--- src/rtl/four_bit_csa_pkg.sv ---
// four_bit_csa_pkg: shared widths and reset value for the 4-bit carry-select adder
package four_bit_csa_pkg;
    localparam int CSA_WIDTH       = 4;
    localparam int CSA_GROUP_WIDTH = 2;
    localparam logic [CSA_WIDTH:0] CSA_OUT_RST = 5'b0;
endpackage

--- src/rtl/four_bit_csa_full_adder.sv ---
// full_adder: single-bit full adder
// Ports: a, b, cin -> s (sum), cout (carry)
module full_adder (
    input  logic a,
    input  logic b,
    input  logic cin,
    output logic s,
    output logic cout
);
    logic p;
    assign p    = a ^ b;
    assign s    = p ^ cin;
    assign cout = (a & b) | (cin & p);
endmodule

--- src/rtl/four_bit_csa.sv ---
// four_bit_csa: 4-bit carry-select adder {Cout,s3..s0} = x + y + Cin
// Ports: clk, rst (async active-high) drive only the optional output register;
//        x0..x3, y0..y3 operands (bit 0 = LSB), Cin carry-in;
//        s0..s3 sum (bit 0 = LSB), Cout carry-out.
// Macro FOUR_BIT_CSA_OUT_REG_EN: when defined, outputs are registered (1-cycle latency).
module four_bit_csa
    import four_bit_csa_pkg::*;
(
    input  logic clk,
    input  logic rst,
    input  logic x0,
    input  logic x1,
    input  logic x2,
    input  logic x3,
    input  logic y0,
    input  logic y1,
    input  logic y2,
    input  logic y3,
    input  logic Cin,
    output logic s0,
    output logic s1,
    output logic s2,
    output logic s3,
    output logic Cout
);
    logic [CSA_WIDTH-1:0]        x_v, y_v;
    logic [CSA_GROUP_WIDTH:0]    c_lo;
    logic [CSA_GROUP_WIDTH-1:0]  s_lo;
    logic [1:0][CSA_GROUP_WIDTH:0]   c_hi;
    logic [1:0][CSA_GROUP_WIDTH-1:0] s_hi;
    logic [CSA_WIDTH:0]          sum_d;
    logic [CSA_WIDTH:0]          sum_o;

    assign x_v = {x3, x2, x1, x0};
    assign y_v = {y3, y2, y1, y0};

    assign c_lo[0] = Cin;
    for (genvar i = 0; i < CSA_GROUP_WIDTH; i++) begin : g_lo
        full_adder u_fa (
            .a   (x_v[i]),
            .b   (y_v[i]),
            .cin (c_lo[i]),
            .s   (s_lo[i]),
            .cout(c_lo[i+1])
        );
    end

    // Copy k of the high group assumes carry-in k; c2 picks the real one.
    for (genvar k = 0; k < 2; k++) begin : g_hi
        assign c_hi[k][0] = 1'(k);
        for (genvar i = 0; i < CSA_GROUP_WIDTH; i++) begin : g_bit
            full_adder u_fa (
                .a   (x_v[CSA_GROUP_WIDTH+i]),
                .b   (y_v[CSA_GROUP_WIDTH+i]),
                .cin (c_hi[k][i]),
                .s   (s_hi[k][i]),
                .cout(c_hi[k][i+1])
            );
        end
    end

    always_comb begin
        sum_d = c_lo[CSA_GROUP_WIDTH]
              ? {c_hi[1][CSA_GROUP_WIDTH], s_hi[1], s_lo}
              : {c_hi[0][CSA_GROUP_WIDTH], s_hi[0], s_lo};
    end

`ifdef FOUR_BIT_CSA_OUT_REG_EN
    logic [CSA_WIDTH:0] sum_q;
    always_ff @(posedge clk or posedge rst) begin
        if (rst) sum_q <= CSA_OUT_RST;
        else     sum_q <= sum_d;
    end
    assign sum_o = sum_q;
`else
    logic unused_clk_rst;
    assign unused_clk_rst = clk ^ rst;
    assign sum_o = sum_d;
`endif

    assign {Cout, s3, s2, s1, s0} = sum_o;
endmodule

--- config.mk ---
export PLATFORM = sky130hd
export DESIGN_NAME = four_bit_csa
export DESIGN_NICKNAME = d
export VERILOG_FILES = /design/src/rtl/four_bit_csa_pkg.sv /design/src/rtl/four_bit_csa_full_adder.sv /design/src/rtl/four_bit_csa.sv
export SDC_FILE = /design/constraint.sdc
export NUM_CORES = 1
export LEC_CHECK = 0
export ABC_CLOCK_PERIOD_IN_PS = 2100
export CAP_MARGIN = 10
export CORE_AREA = 2 2 39 41
export DETAILED_ROUTE_END_ITERATION = 7
export DIE_AREA = 0 0 41 43
export SYNTH_ARGS = -nofsm -noshare
export SYNTH_HDL_FRONTEND = slang
export SYNTH_SLANG_ARGS = --single-unit
--- constraint.sdc ---
create_clock -name vclk -period 2.1
set_input_delay 0.315 -clock vclk [all_inputs]
set_output_delay 0.315 -clock vclk [all_outputs]
set_load 0.02 [all_outputs]
==> reports/results.txt <==
Post-DP Area: 317 sq um
I/O pin count: 16
Largest area contributor in the netlist: fa_1
# fillers: 160
Hold-fix buffer count after cts: 0
Post-Syn Area: 149 sq um
Synth Area per Inst: 7.84 sq um
VDD IR-drop max: 0.0994 mV
Via/cell ratio: 3.12
Cell variety after synth: 5
Slew @ Worst Pin: 0.209 ns
Status: complete, but fails checks
Vias in the first global route: 128
Tot GR Track Use: 3.90%
Port bufs: 14
Fin. max-slew vios: 0
Share of layout cells above drive strength 1: 45.7%
Failing checks: setup timing
Worst EP required: 1.78 ns
Critical Path Fanout Max: 2
# setup viols final: 1
WS Path Type: in2out
Buf+Inv Stages, Crit Path: 5
Cells after synthesis: 19
Antenna violations before repair: 0
Via count: 159
Final nets: 53
Post-DP HPWL: 256 um
Fin. Hold Viols: 0
Die Area: 0.00176 sq mm
Routability Congestion: 0.526
PD cells: 313 mW/mm^2
Num rows: 14
Hold Crit Depth: 3
Crit path max-delay family: adder cells
Seq. cell area: 0 sq um
# diodes: 0
Synth Area in Compound Gates: 0%
Slowest stage delay, CP: 0.45 ns
Post-synthesis mux area share: 6.72%
Worst Hold Class: in2out
CP startpoint: Cin
Clk_buf instances: 0
Setup crit start kind: input pin
Starting Density: 10.8%
Syn nets: 35
Finished Layout Cells: 51
First-pass GRT wire length: 517 um
Final Critical Period: 2.21 ns
Arrival time worst endpoint: 1.89 ns
CP Capture Type: output port
Final antenna-violating net count: 0
Hold wc startpoint: y1
Register area share after synthesis: 0%
Synth Area in XOR/XNOR: 5.88%
Routed wire per std cell: 5.61 um
DRC: 0
Yosys warns: 0
Placed instance count: 50
PnR worst setup slack: -0.105 ns
Switching part of the total power: 47.8%
Die Y: 43 um
Worst slew margin: 86.0%
Net Switching: 0.0000476 W
Sequential cell count: 0
Combinational share of power: 100.0%
Design Area, Final: 318 sq um
Pin count of the biggest net entering global routing: 3
Routed WL: 286 um
Hold EP: s1
CP Cell Sequence: buf_6 -> inv_2 -> fa_2 -> inv_2 -> fa_2 -> mux2i_2 -> fa_1 -> inv_2 -> buf_6
Router iterations before antenna repair: 1
Largest family of logic cells by synthesized area: adder cells
Iter 0 DRT Violations: 0
Area delta synth->final: 113%
Fmax: 453 MHz
Largest cells by area after synthesis: fa_1 40%, inv_1 30%, ha_1 17%
Yosys top cell area share: 40.3%
RSZ-0062 raised after global routing: true
Final worst path period share: 105%
Area share of fa/ha/maj cells after synthesis: 57.1%
CORE AREA: 0.00138 sq mm
Simple-gate portion of the synthesized area: 0%
CP dominant cell by count: inv_2
Slowest stage cell, crit path: fa_1
Leakage: 0.175 nW
Die Span X: 41 um
Seq pwr share: 0%
Total congestion overflow: 0
Max-Cap Viols: 0
Int Pwr: 0.0000519 W
Setup TNS: -0.105 ns
Clock network power share: 0%
==> stage by stage <==
| step | util [%] | hold slack (ns) | total power (W) | setup WS (ns) |
|---|---|---|---|---|
| after detailed placement | 22.9 | 1.81 | 0.000101 | -1.06 |
| final | 23.0 | 1.37 | 0.0000995 | -0.105 |
| after floorplan | - | 0.886 | 0.0000487 | 0.00371 |
| after global placement | 22.9 | 1.79 | 0.000100 | -1.04 |
| after global routing | 23.0 | 1.41 | 0.000110 | -0.170 |
| after CTS | 23.4 | 1.35 | 0.000104 | -0.157 |
==> worst max path at each step <==
stage / endpoint / slack (ns) / depth (start not counted)
2_1_floorplan: s3 / 0.004 / 7
3_3_place_gp: s3 / -1.04 / 9
3_5_place_dp: s3 / -1.06 / 9
4_1_cts: s3 / -0.16 / 9
5_1_grt: s3 / -0.17 / 9
6_report: s3 / -0.11 / 9
==> cell type report <==
| cell class | instances | area (sq um) | area share, % |
|---|---|---|---|
| Inverter | 12 | 45.0 | 14.2 |
| Multi-Input combinational cell | 7 | 113 | 35.4 |
| Tap cell | 16 | 20.0 | 6.30 |
| Timing Repair Buffer | 16 | 140 | 44.1 |
==> logic make-up (layout without fill, tap and decap cells) <==
logic type / after synthesis / count (layout)
XOR/XNOR: 1 / 1
adder cells (fa/ha/maj): 5 / 5
buffers and inverters: 12 / 28
multiplexers: 1 / 1
==> cell usage in the layout (no fill, tap or decap) <==
master,Yosys,final
inv_1,12,7
inv_2,0,5
clkdlybuf4s50_1,0,5
buf_6,0,3
buf_2,0,3
dlygate4sd2_1,0,3
fa_2,0,2
ha_1,2,2
buf_4,0,2
xor2_1,1,1
mux2i_2,0,1
fa_1,3,1
==> tightest hold or removal path: stages <==
cell,delay (ns)
dlygate4sd2_1,0.22
fa_2,0.19
dlygate4sd2_1,0.32
==> Yosys cell counts <==
cell type and n:
mux2i_1 1, fa_1 3, xor2_1 1, ha_1 2, inv_1 12
==> what timing repair did <==
action | 4_1_cts | 5_1_grt
gates resized for setup | 36 | 2
setup endpoints to repair | 5 | 3
hold endpoints to repair | 0 | 0
pin swaps | 3 | 3
buffers inserted | 1 | 0
==> power groups by stage <==
stage                     combinational [W]  clock [W]  sequential [W]
after detailed placement           0.000101          0               0
final                             0.0000995          0               0
after global routing               0.000110          0               0
after floorplan                   0.0000487          0               0
after global placement             0.000100          0               0
after CTS                          0.000104          0               0
==> per-layer routing <==
layer  global-route usage (%)  up-vias  part of all wire (%)
met1                     5.41       69                    32
met5                        0        -                     0
li1                         -       79                     -
met2                     6.56       11                    47
met3                    0.524        0                    22
met4                        0        0                     0
Power figures use the tool's default switching activity.
